--- config.mk ---
export PLATFORM = sky130hd
export DESIGN_NAME = fc_wgt_feeder_flat
export DESIGN_NICKNAME = d
export VERILOG_FILES = /design/src/rtl/fc_wgt_feeder_if.sv /design/src/rtl/fc_wgt_feeder.sv /design/src/flat_wrapper.sv
export SDC_FILE = /design/constraint.sdc
export NUM_CORES = 1
export LEC_CHECK = 0
export ABC_AREA = 0
export BUFFER_PORTS_ARGS = -buffer_cell sky130_fd_sc_hd__buf_2
export CAP_MARGIN = 0
export CORE_MARGIN = 2
export CORE_UTILIZATION = 51
export CTS_BUF_LIST = sky130_fd_sc_hd__clkbuf_8
export DETAILED_ROUTE_END_ITERATION = 12
export HOLD_SLACK_MARGIN = 0.02
export PLACE_DENSITY = 0.77
export SLEW_MARGIN = 30
export SYNTH_ARGS = -nofsm -noshare
export SYNTH_HDL_FRONTEND = slang
export SYNTH_SLANG_ARGS = --single-unit
--- constraint.sdc ---
create_clock -name clk1 -period 3.71 [get_ports clk1]
set_input_delay 0.371 -clock clk1 [delete_from_list [all_inputs] [get_ports clk1]]
set_output_delay 0.371 -clock clk1 [all_outputs]
set_load 0.1 [all_outputs]
--- src/rtl/fc_wgt_feeder_if.sv ---
// Weight-stream and weight-memory signals of one FC weight feeder.
// master = feeder side, slave = FC engine plus weight memory.
interface fc_wgt_feeder_if #(
  parameter int DW = 104,
  parameter int AW = 20
);
  logic          wgt_read;
  logic [DW-1:0] wgt_out;
  logic          wgt_ready;
  logic          mem_rd_en;
  logic [AW-1:0] mem_addr;
  logic [DW-1:0] mem_rdata;

  modport master (
    input  wgt_read,
    input  mem_rdata,
    output wgt_out,
    output wgt_ready,
    output mem_rd_en,
    output mem_addr
  );

  modport slave (
    output wgt_read,
    output mem_rdata,
    input  wgt_out,
    input  wgt_ready,
    input  mem_rd_en,
    input  mem_addr
  );
endinterface

--- src/rtl/fc_wgt_feeder.sv ---
// FC weight source: prefetches tile words from a 1-cycle-latency memory into a small FIFO.
// Optional macro FC_WGT_UNDERFLOW_CNT_EN adds a saturating 16-bit underflow event counter.
module fc_wgt_feeder #(
  parameter int WEIGHT_WIDTH = 13,
  parameter int TILING       = 8,
  parameter int IN_FEATURE   = 2304,
  parameter int OUT_FEATURE  = 2048,
  parameter int MEM_AW       = 20,
  parameter int FIFO_DEPTH   = 4
) (
  input  logic clk1,
  input  logic rst_n,
  input  logic start,
  output logic underflow,
  output logic done,
  output logic busy,
`ifdef FC_WGT_UNDERFLOW_CNT_EN
  output logic [15:0] underflow_cnt,
`endif
  fc_wgt_feeder_if.master bus
);

  localparam int DW = TILING * WEIGHT_WIDTH;
  localparam int NT = IN_FEATURE * OUT_FEATURE / TILING;
  localparam int CW = $clog2(NT + 1);
  localparam int PW = $clog2(FIFO_DEPTH);
  localparam int OW = PW + 1;

  typedef enum logic [1:0] {IDLE, FETCH, DRAIN} state_t;

  state_t          state;
  logic [DW-1:0]   fifo_mem [FIFO_DEPTH];
  logic [PW-1:0]   rd_ptr;
  logic [PW-1:0]   wr_ptr;
  logic [OW-1:0]   fifo_count;
  logic            inflight;
  logic [MEM_AW-1:0] addr_cnt;
  logic [CW-1:0]   issued;
  logic [CW-1:0]   popped;

  logic            ready;
  logic            pop;
  logic            uf_event;
  logic            rd_en;
  logic            accept;
  logic [OW:0]     level;

  // Level after this edge; a new read is only issued if its data is sure to find room.
  always_comb begin
    ready    = (fifo_count != '0);
    pop      = bus.wgt_read && ready;
    uf_event = bus.wgt_read && !ready;
    level    = {1'b0, fifo_count} + {{OW{1'b0}}, inflight} - {{OW{1'b0}}, pop};
    rd_en    = (state == FETCH) && (level < (OW + 1)'(FIFO_DEPTH));
    done     = (state == DRAIN) && pop && (popped == CW'(NT - 1));
    accept   = start && ((state == IDLE) || done);
  end

  assign bus.wgt_ready = ready;
  assign bus.mem_rd_en = rd_en;
  assign bus.mem_addr  = addr_cnt;
  assign bus.wgt_out   = pop ? fifo_mem[rd_ptr] : '0;
  assign busy          = (state != IDLE);

  always_ff @(posedge clk1) begin
    if (inflight) begin
      fifo_mem[wr_ptr] <= bus.mem_rdata;
    end
  end

  always_ff @(posedge clk1 or negedge rst_n) begin
    if (!rst_n) begin
      state      <= IDLE;
      rd_ptr     <= '0;
      wr_ptr     <= '0;
      fifo_count <= '0;
      inflight   <= 1'b0;
      addr_cnt   <= '0;
      issued     <= '0;
      popped     <= '0;
      underflow  <= 1'b0;
    end else begin
      inflight <= rd_en;
      if (inflight) begin
        wr_ptr <= wr_ptr + 1'b1;
      end
      if (pop) begin
        rd_ptr <= rd_ptr + 1'b1;
        popped <= popped + 1'b1;
      end
      case ({inflight, pop})
        2'b10:   fifo_count <= fifo_count + 1'b1;
        2'b01:   fifo_count <= fifo_count - 1'b1;
        default: fifo_count <= fifo_count;
      endcase
      if (rd_en) begin
        addr_cnt <= addr_cnt + 1'b1;
        issued   <= issued + 1'b1;
      end

      case (state)
        IDLE: begin
          if (start) begin
            state <= FETCH;
          end
        end
        FETCH: begin
          if (rd_en && (issued == CW'(NT - 1))) begin
            state <= DRAIN;
          end
        end
        DRAIN: begin
          if (done) begin
            state <= start ? FETCH : IDLE;
          end
        end
        default: state <= IDLE;
      endcase

      // A new pass always starts from tile 0 with a clean underflow record.
      if (accept) begin
        addr_cnt  <= '0;
        issued    <= '0;
        popped    <= '0;
        underflow <= 1'b0;
      end
      if (uf_event) begin
        underflow <= 1'b1;
      end
    end
  end

`ifdef FC_WGT_UNDERFLOW_CNT_EN
  always_ff @(posedge clk1 or negedge rst_n) begin
    if (!rst_n) begin
      underflow_cnt <= '0;
    end else if (uf_event) begin
      if (accept) begin
        underflow_cnt <= 16'd1;
      end else if (underflow_cnt != 16'hFFFF) begin
        underflow_cnt <= underflow_cnt + 1'b1;
      end
    end else if (accept) begin
      underflow_cnt <= '0;
    end
  end
`endif

endmodule
--- src/flat_wrapper.sv ---
// flat-port wrapper written by rule: the top's interface ports become plain ports
module fc_wgt_feeder_flat 
#(
  parameter int WEIGHT_WIDTH = 13,
  parameter int TILING       = 8,
  parameter int IN_FEATURE   = 2304,
  parameter int OUT_FEATURE  = 2048,
  parameter int MEM_AW       = 20,
  parameter int FIFO_DEPTH   = 4
)
  (clk1, rst_n, start, underflow, done, busy, bus_wgt_read, bus_mem_rdata, bus_wgt_out, bus_wgt_ready, bus_mem_rd_en, bus_mem_addr);
  fc_wgt_feeder_if bus_i ();
  input  logic clk1;
  input  logic rst_n;
  input  logic start;
  output logic underflow;
  output logic done;
  output logic busy;
  input wire logic [$bits(bus_i.wgt_read)-1:0] bus_wgt_read;
  input wire logic [$bits(bus_i.mem_rdata)-1:0] bus_mem_rdata;
  output wire logic [$bits(bus_i.wgt_out)-1:0] bus_wgt_out;
  output wire logic [$bits(bus_i.wgt_ready)-1:0] bus_wgt_ready;
  output wire logic [$bits(bus_i.mem_rd_en)-1:0] bus_mem_rd_en;
  output wire logic [$bits(bus_i.mem_addr)-1:0] bus_mem_addr;
  assign bus_i.wgt_read = bus_wgt_read;
  assign bus_i.mem_rdata = bus_mem_rdata;
  assign bus_wgt_out = bus_i.wgt_out;
  assign bus_wgt_ready = bus_i.wgt_ready;
  assign bus_mem_rd_en = bus_i.mem_rd_en;
  assign bus_mem_addr = bus_i.mem_addr;
  fc_wgt_feeder #(.WEIGHT_WIDTH(WEIGHT_WIDTH), .TILING(TILING), .IN_FEATURE(IN_FEATURE), .OUT_FEATURE(OUT_FEATURE), .MEM_AW(MEM_AW), .FIFO_DEPTH(FIFO_DEPTH)) u_core (.clk1(clk1), .rst_n(rst_n), .start(start), .underflow(underflow), .done(done), .busy(busy), .bus(bus_i));
endmodule
# Word-level counts from Yosys, hierarchy flattened
# Memory sizes are Yosys's and may differ from the RTL's.
# Index checks and enable logic that the tools add are counted.
# classes
add_sub_neg,9
n_mul,0
div_mod_pow,0
order_cmp,1
n_eq_ne,9
shifts,0
n_mux,17
n_bitwise,0
reduce_logical,17
# ops
operator,n
$mux 20,6
$mux 104,1
$add 20x1->20 const B,3
$eq 20x20->1 const B,2
$reduce_bool 2->1,5
$logic_and 1x1->1,7
$mux 2,3
$ne 2x2->1 const B,3
$pmux 2 s3,1
$pmux 3 s2,1
$mux 1,5
$add 2x1->2 const B,2
$add 3x1->4,1
$eq 2x1->1 const B,2
$eq 2x2->1 const B,2
$lt 4x3->1 const B,1
$sub 4x1->4,1
$add 3x1->3 const B,1
$reduce_and 3->1,1
$reduce_bool 3->1,1
$sub 3x1->3 const B,1
$logic_not 2->1,1
$logic_not 1->1,1
$logic_or 1x1->1,1
# totals
reg_bits,71
latch_bits,0
ram_bits,416
mem_bits_ro,0
inputBits,108
out_inout_bits,129
elab_cells,63
memories,1
# memory_table
memory,depth,width,rd,rd_clocked_by_memory_dff,write_ports,line,source
u_core.fifo_mem,4,104,1,0,1,fc_wgt_feeder.sv:32,logic [DW-1:0] fifo_mem [FIFO_DEPTH];

# Depth between registers and ports, before layout
# Gate-level depths: netlist of run 1.
# depth
word_depth,8
depth_mapped,14

# Worst setup path after synthesis of run 1
# OpenSTA, ideal clock, no wires.
# synth_path
path_kind,reg-to-output
startpoint,register u_core.fifo_count[2]
endpoint,output port bus_mem_rd_en
arrival_time_ns,3.567
t_required_ns,3.339
path_slack_ns,-0.228
path_stages_with_launch,12
cell_sequence,dfrtp_1 o31ai_1 clkbuf_1 clkbuf_1 inv_1 ha_1 inv_1 ha_1 and3b_1 nor4_1 nor2_1 inv_1
# synth_between
elab_chain_cells,5
word_cells_on_any_way,6
classes_between,add/sub (2); order compare (1); reduce/logical (3)
# synth_lines
item,line,source
start: declaration,fc_wgt_feeder.sv:35,logic [OW-1:0] fifo_count;
start signal: assignment,fc_wgt_feeder.sv:92,2'b10: fifo_count <= fifo_count + 1'b1;
start signal: assignment,fc_wgt_feeder.sv:93,2'b01: fifo_count <= fifo_count - 1'b1;
start signal: assignment,fc_wgt_feeder.sv:94,default: fifo_count <= fifo_count;
$reduce_bool 3->1,fc_wgt_feeder.sv:50,ready = (fifo_count != '0);
$logic_and 1x1->1,fc_wgt_feeder.sv:51,pop = bus.wgt_read && ready;
via u_core.pop,fc_wgt_feeder.sv:42,logic pop;
$sub 4x1->4,fc_wgt_feeder.sv:53,"level = {1'b0, fifo_count} + {{OW{1'b0}}, inflight} - {{OW{1'b0}}, pop};"
$lt 4x3->1,fc_wgt_feeder.sv:54,rd_en = (state == FETCH) && (level < (OW + 1)'(FIFO_DEPTH));
$logic_and 1x1->1,fc_wgt_feeder.sv:54,
end: declaration,flat_wrapper.sv:23,output wire logic [$bits(bus_i.mem_rd_en)-1:0] bus_mem_rd_en;
# The timed path passes the listed nets, and every way through them passes these cells.

# Final worst setup path of run 1
# layout_path
startpoint,register u_core.fifo_count[0]
endpoint,output port bus_mem_rd_en
# The elaborated chain is that of the path after synthesis.

==> impl_metrics.yaml, run 1 <==
clocking:
  clockRootBuffer: "clkbuf_8"
  cts_max_level: 3
  path_clk_slew_ns: 0.06
  cts_tree: "yes"
  clk_latency_ns: 0.65
  cts_sinks: 487
  cts_made_buffers: 80
  clk_path_buf_depth: 3
die:
  fp.dieH_um: 200
  die_w_um: 200
  die_area_mm2: 0.0398
  start_util_pct: 51.8
  row_count: 71
  pin_count: 237
  coreArea_mm2: 0.0377
yosys:
  synth_top_area_share_pct: 64.1
  synth_flop_cell: "edfxtp_1"
  syn_area_mm2: 0.0195
  synth-seq-cells: 487
  synth-edff-count: 416
  synthTopCellsByArea: "edfxtp_1 64%, mux4_2 12%, dfrtp_1 9.1%, nor2b_1 3.4%, xnor2_1 1.8%"
  synth_fp_nets: 1174
  avgSynthCellArea_um2: 18.5
  synth-seq-area-share_pct: 73.2
  synth_cell_types: 45
  yosysTopAreaCell: "edfxtp_1"
  ys_async_sr_fraction_pct: 14.6
  syn_inst: 1054
  ys_warn_count: 0
setup_path:
  crit_path_max_incr_delay_ns: 0.45
  rr_endpoint: "u_core.issued[10]$_DFFE_PN0P_"
  worstSetupStartpointType: "flop"
  crit_required_ns: 3.34
  cp.arrival_ns: 3.08
  ff2ff_path_depth: 11
  crit_family: "compound AO/OA/AOI/OAI gates"
  cp-end-kind: "primary output"
  path_buf_inv: 4
  cp_cell_sequence: "o31ai_4 -> inv_1 -> ha_1 -> inv_1 -> ha_1 -> and3b_1 -> o21a_1 -> nor2_4 -> clkinvlp_4 -> buf_12"
  critPathKind: "reg2out"
  crit_path_max_fanout: 5
  reg2reg_from: "u_core.fifo_count[0]$_DFFE_PN0P_"
  cp_slowest_cell: "dfrtp_1"
  reg2reg_setup_slack_ns: 0.40
timing:
  holdWs_ns: 0.273
  finalSetupTns_ns: 0
  grt_setup_unrepaired: "false"
  fin_crit_sh_pct: 93.1
  max_freq_ghz: 0.290
  worst_slew_pin_slew_ns: 0.711
  clock_skew_ns: 0.0236
  min_period_ns: 3.45
  finalHoldViolCount: 0
  maxSlewViolCount: 0
  finalSetupViolCount: 0
  max_slew_margin_pct: 52.2
placed_design:
  dpl_cell_area_mm2: 0.0215
  place.detailed.hpwl_um: 23600
  port_buffers: 236
  globalplace.congestion: 0.811
layout:
  stdcell_area_mm2: 0.0242
  drive_gt1_share_pct: 33.2
  fin_util_pct: 64.1
  mostFrequentLayoutCells: "416 x edfxtp_1, 234 x buf_2, 107 x dlygate4sd3_1"
  final_common_cell: "edfxtp_1"
  synthToLayoutAreaGrowth_pct: 23.9
  fin_nets: 1578
  fillers: 2652
drt:
  post_drt_wl_per_cell_um: 20.2
  postRouteAntennaNets: 0
  drt_first_pass_iters: 5
  via_count: 10903
  drt_iter0_markers: 648
  drc: 0
  vias_per_cell: 5.36
  totalWireLength_um: 41100
power:
  leakagePower_nw: 8.61
  ir_worst_vdd_mv: 0.736
  p_per_area_mw_per_mm2: 700
  finalPower_mw: 16.9
global_routing:
  grt-ovfl-total: 0
  antenna_found_initial: 2
  grt_max_degree: 71
  grt_use_total_pct: 21.1
  grt_pass1_vias: 11564
  grt_pass1_wl_um: 62900
run_status:
  outcome: "finished, final reports clean"
job:
  maxCapViolCount: 0
worst_hold_path:
  hold_path.class: "in2async"
cell usage after synthesis, types with 2 or more instances:
master       n
a2111oi_1    2
a2111oi_2    3
a2111oi_4    5
a211oi_1    10
a21oi_1     15
and2_1       5
and3_1       7
and4_1       3
buf_1        9
buf_2       14
buf_6        2
clkbuf_1    26
dfrtp_1     71
edfxtp_1   416
ha_1        11
inv_1       18
mux4_2     104
nand2_1     33
nand3_1     21
nand4_1      7
nor2_1      58
nor2b_1    105
nor3_1       6
nor4_1       3
o21a_1       2
o21ai_0     11
o31ai_1      3
or2_2        2
or3_1        9
or4_1        4
xnor2_1     41
xor2_1      15
per-stage QoR:
step	cells	setup slack [ns]
after global placement	1778	0.488
after detailed placement	1778	0.400
after floorplan	1054	0.0123
after global routing	2036	0.0247
after CTS	2032	0.0339
final	2036	0.256
sequential cells by signal, summed over array words and instances, names as in the netlist, 2 cells and up:
register	cells
u_core.fifo_mem	416
u_core.rd_ptr	2
u_core.bus.mem_addr	20
u_core.wr_ptr	2
u_core.state	2
u_core.popped	20
u_core.fifo_count	3
u_core.issued	20
what timing repair did:
action | in CTS | in global routing
pin swaps | 0 | 0
hold buffers | 107 | 0
endpoints found under the hold margin | 456 | 0
gates resized for setup | 2 | 2
setup endpoints to repair | 8 | 1
setup buffers | 0 | 2
worst register-to-register path: stages, from the launching register on:
cell and delay, ns:
dfrtp_1 0.45, o31ai_4 0.29, inv_1 0.15, ha_1 0.22, inv_1 0.05, ha_1 0.21, and3b_1 0.22, or4_1 0.58
buf_4 0.29, a2111oi_1 0.51, xnor2_1 0.17, nor2_1 0.05
where the power goes:
group / total (mW) / leakage, nW / internal, mW / switching [mW]
Combinational: 6.12 / 3.21 / 1.77 / 4.35
Clock: 4.57 / 0.862 / 2.40 / 2.17
Sequential: 6.22 / 4.54 / 6.01 / 0.207
Total: 16.9 / 8.61 / 10.2 / 6.72
area by class of cell:
type	count	area, um2	area share (%)
Sequential cell	487	14300	59.1
Multi-Input combinational cell	498	4980	20.6
Timing Repair Buffer	373	2600	10.8
Clock buffer	86	1180	4.90
Tap cell	511	639	2.65
Clock inverter	61	399	1.65
Inverter	18	71.3	0.295
Antenna cell	2	5.00	0.0207
worst max-delay path by stage:
| stage | startpoint | depth (start not counted) | slack (ns) | to |
|---|---|---|---|---|
| 3_5_place_dp | u_core.fifo_count[0]$_DFFE_PN0P_ | 11 | 0.40 | u_core.issued[11]$_DFFE_PN0P_ |
| 5_1_grt | u_core.fifo_count[0]$_DFFE_PN0P_ | 11 | 0.02 | bus_mem_rd_en |
| 6_report | u_core.fifo_count[0]$_DFFE_PN0P_ | 10 | 0.26 | bus_mem_rd_en |
| 2_1_floorplan | u_core.fifo_count[2]$_DFFE_PN0P_ | 11 | 0.01 | bus_mem_rd_en |
| 4_1_cts | u_core.fifo_count[0]$_DFFE_PN0P_ | 10 | 0.03 | bus_mem_rd_en |
| 3_3_place_gp | u_core.fifo_count[0]$_DFFE_PN0P_ | 11 | 0.49 | u_core.issued[10]$_DFFE_PN0P_ |
routing by layer:
metal,GRT usage [%],share of wire [%],up-vias
met5,0,0,-
met1,25.8,39,5541
met4,8.07,2.7,0
li1,-,-,4924
met3,5.55,6.4,83
met2,36.1,52,355
cell families (layout without fill, tap and decap cells):
kind of cell / after synthesis / in the layout / share of synthesized area, %
xor+xnor: 56 / 56 / 2.52
simple gates: 267 / 267 / 7.35
buf+inv: 69 / 538 / 1.50
fa+ha+maj: 12 / 12 / 0.809
other cells: 0 / 2 / 0
compound gates: 58 / 58 / 2.58
flops: 487 / 487 / 73.2
mux: 105 / 105 / 12.1
Power figures use the tool's default switching activity.
==> run 2, diff against run 1 <==
--- a/config.mk
+++ b/config.mk
@@ -7,13 +7,15 @@
 export LEC_CHECK = 0
 export ABC_AREA = 0
 export BUFFER_PORTS_ARGS = -buffer_cell sky130_fd_sc_hd__buf_2
-export CAP_MARGIN = 0
+export CAP_MARGIN = 20
 export CORE_MARGIN = 2
 export CORE_UTILIZATION = 51
 export CTS_BUF_LIST = sky130_fd_sc_hd__clkbuf_8
 export DETAILED_ROUTE_END_ITERATION = 12
 export HOLD_SLACK_MARGIN = 0.02
+export MAX_ROUTING_LAYER = met4
 export PLACE_DENSITY = 0.77
+export REMOVE_ABC_BUFFERS = 1
 export SLEW_MARGIN = 30
 export SYNTH_ARGS = -nofsm -noshare
 export SYNTH_HDL_FRONTEND = slang
==> run 2 against run 1 <==
Core utilization decreased by 0.073 points. Flip-flop and latch count unchanged. Via count decreased by 0.68%. Power increased by 0.72%. Setup slack got worse by 0.019 ns. Critical endpoint unchanged. Largest cell class unchanged.
==> impl_metrics.yaml, run 2 (synthesized netlist as in run 1, its figures left out) <==
run_status:
  outcome: "finished, final reports clean"
timing:
  finalSetupViolCount: 0
  max_freq_ghz: 0.288
  holdWs_ns: 0.295
  max_slew_margin_pct: 45.4
  finalHoldViolCount: 0
  clock_skew_ns: 0.0188
  maxSlewViolCount: 0
  grt_setup_unrepaired: "false"
  worst_slew_pin_slew_ns: 0.819
  fin_crit_sh_pct: 93.6
  min_period_ns: 3.47
die:
  die_w_um: 200
  fp.dieH_um: 200
  pin_count: 237
  row_count: 71
  coreArea_mm2: 0.0377
  start_util_pct: 51.8
  die_area_mm2: 0.0398
global_routing:
  grt_pass1_vias: 11632
  grt_pass1_wl_um: 63100
  grt_use_total_pct: 21.7
  grt_max_degree: 67
  antenna_found_initial: 4
  grt-ovfl-total: 0
placed_design:
  place.detailed.hpwl_um: 24400
  globalplace.congestion: 0.798
  port_buffers: 236
drt:
  drc: 0
  drt_first_pass_iters: 4
  post_drt_wl_per_cell_um: 20.1
  via_count: 10829
  totalWireLength_um: 40700
  highest_layer: "met4"
  wl_met3_um: 3010
  drt_iter0_markers: 651
  wl_met2_um: 20100
  wl_met1_um: 16600
  postRouteAntennaNets: 0
  vias_per_cell: 5.34
setup_path:
  critPathKind: "reg2out"
  crit_path_max_fanout: 6
  cp.arrival_ns: 3.10
  crit_required_ns: 3.34
  cp-end-kind: "primary output"
  worstSetupStartpointType: "flop"
clocking:
  clk_path_buf_depth: 3
  clk_latency_ns: 0.62
  cts_tree: "yes"
  postCtsSetupRepairBufs: 0
  cts_max_level: 3
  cts_made_buffers: 77
  clockRootBuffer: "clkbuf_8"
  path_clk_slew_ns: 0.06
  cts_sinks: 487
power:
  ir_worst_vdd_mv: 0.572
  leakagePower_nw: 8.61
  p_clk_share_pct: 27.7
  p_int_mw: 10.4
  seq_power_share_pct: 36.8
  swShare_pct: 38.9
  finalPower_mw: 17.0
  power.share.combinational_pct: 35.4
  switchingPower_mw: 6.62
  p_per_area_mw_per_mm2: 706
layout:
  fillers: 2634
  multi_input_area_mm2: 0.00497
  fin_nets: 1576
  regMostFlops: "u_core.fifo_mem"
  final_common_cell: "edfxtp_1"
  largest_reg_flops: 416
  drive_gt1_share_pct: 33.3
  synthToLayoutAreaGrowth_pct: 23.7
  seq_area_mm2: 0.0143
  fin_util_pct: 64.1
  mostFrequentLayoutCells: "416 x edfxtp_1, 234 x buf_2, 107 x dlygate4sd3_1"
worst_hold_path:
  hold_path.class: "in2async"
job:
  maxCapViolCount: 0
[run 2: cell count changes in the layout (fill, tap and decap cells not counted), moves of 2 or more]
cell	before	now
clkinv_8	2	0
buf_4	22	26
diode_2	2	4
clkinv_1	24	12
inv_12	2	0
inv_1	29	31
clkinvlp_4	2	4
clkbuf_8	86	83
buf_12	9	6
inv_8	2	0
bufinv_16	3	8
[run 2: repair_timing]
item / in CTS / in global routing
setup endpoints to repair: 0 / 50
hold buffers: 107 / 0
gates resized for setup: 0 / 3
endpoints found under the hold margin: 460 / 0
[run 2: power by group through the flow]
stage,clock network (mW),registers (mW),logic [mW]
final,4.72,6.28,6.03
after global routing,5.08,6.31,6.30
after CTS,4.83,6.29,6.08
after detailed placement,0,6.40,5.97
after global placement,0,6.40,5.94
after floorplan,0,6.56,4.86
[run 2: worst paths after layout]
| check | from | end | slack [ns] | cells after the start |
|---|---|---|---|---|
| min in group clk1 | bus_mem_rdata[57] | u_core.fifo_mem[2][57]$_DFFE_PP_ | 0.50 | 2 |
| setup / recovery | u_core.fifo_count[0]$_DFFE_PN0P_ | bus_mem_rd_en | 0.24 | 10 |
| max in group asynchronous | rst_n | u_core.bus.mem_addr[14]$_DFFE_PN0P_ | 2.50 | 4 |
| hold reg to reg | u_core.underflow$_DFFE_PN0P_ | u_core.underflow$_DFFE_PN0P_ | 0.52 | 2 |
| hold / removal | rst_n | u_core.popped[16]$_DFFE_PN0P_ | 0.30 | 2 |
| setup reg to reg | u_core.fifo_count[0]$_DFFE_PN0P_ | u_core.state[0]$_DFFE_PN0P_ | 0.43 | 11 |
[run 2: worst max-delay path: stages (launching register included)]
cell and delay (ns):
dfrtp_1 0.44, o31ai_4 0.27, inv_1 0.14, ha_1 0.22, inv_1 0.05, ha_1 0.21, and3b_1 0.24, o21a_1 0.26
nor2_1 0.30, inv_2 0.16, buf_12 0.20
[run 2: area by class of cell]
class / instances / share of cell area, %
Multi-Input combinational cell: 498 / 20.6
Antenna cell: 4 / 0.0415
Inverter: 18 / 0.280
Sequential cell: 487 / 59.2
Clock inverter: 53 / 1.87
Timing Repair Buffer: 374 / 10.6
Clock buffer: 83 / 4.74
Tap cell: 511 / 2.65
[run 2: layer usage]
metal / vias up / global-route usage, %
met5: - / -
met4: 0 / 7.60
met3: 73 / 5.87
met2: 367 / 34.5
met1: 5473 / 27.1
li1: 4916 / -
[run 2: per-stage QoR]
step / TNS, ns / setup slack, ns / std cells / area, um2
after floorplan: -1033.62 / -6.75 / 1003 / 19300
after global placement: 0 / 0.549 / 1781 / 21400
after detailed placement: 0 / 0.464 / 1781 / 21400
after CTS: 0 / 0.0186 / 2024 / 24100
after global routing: 0 / 0.0425 / 2028 / 24100
final: 0 / 0.237 / 2028 / 24100
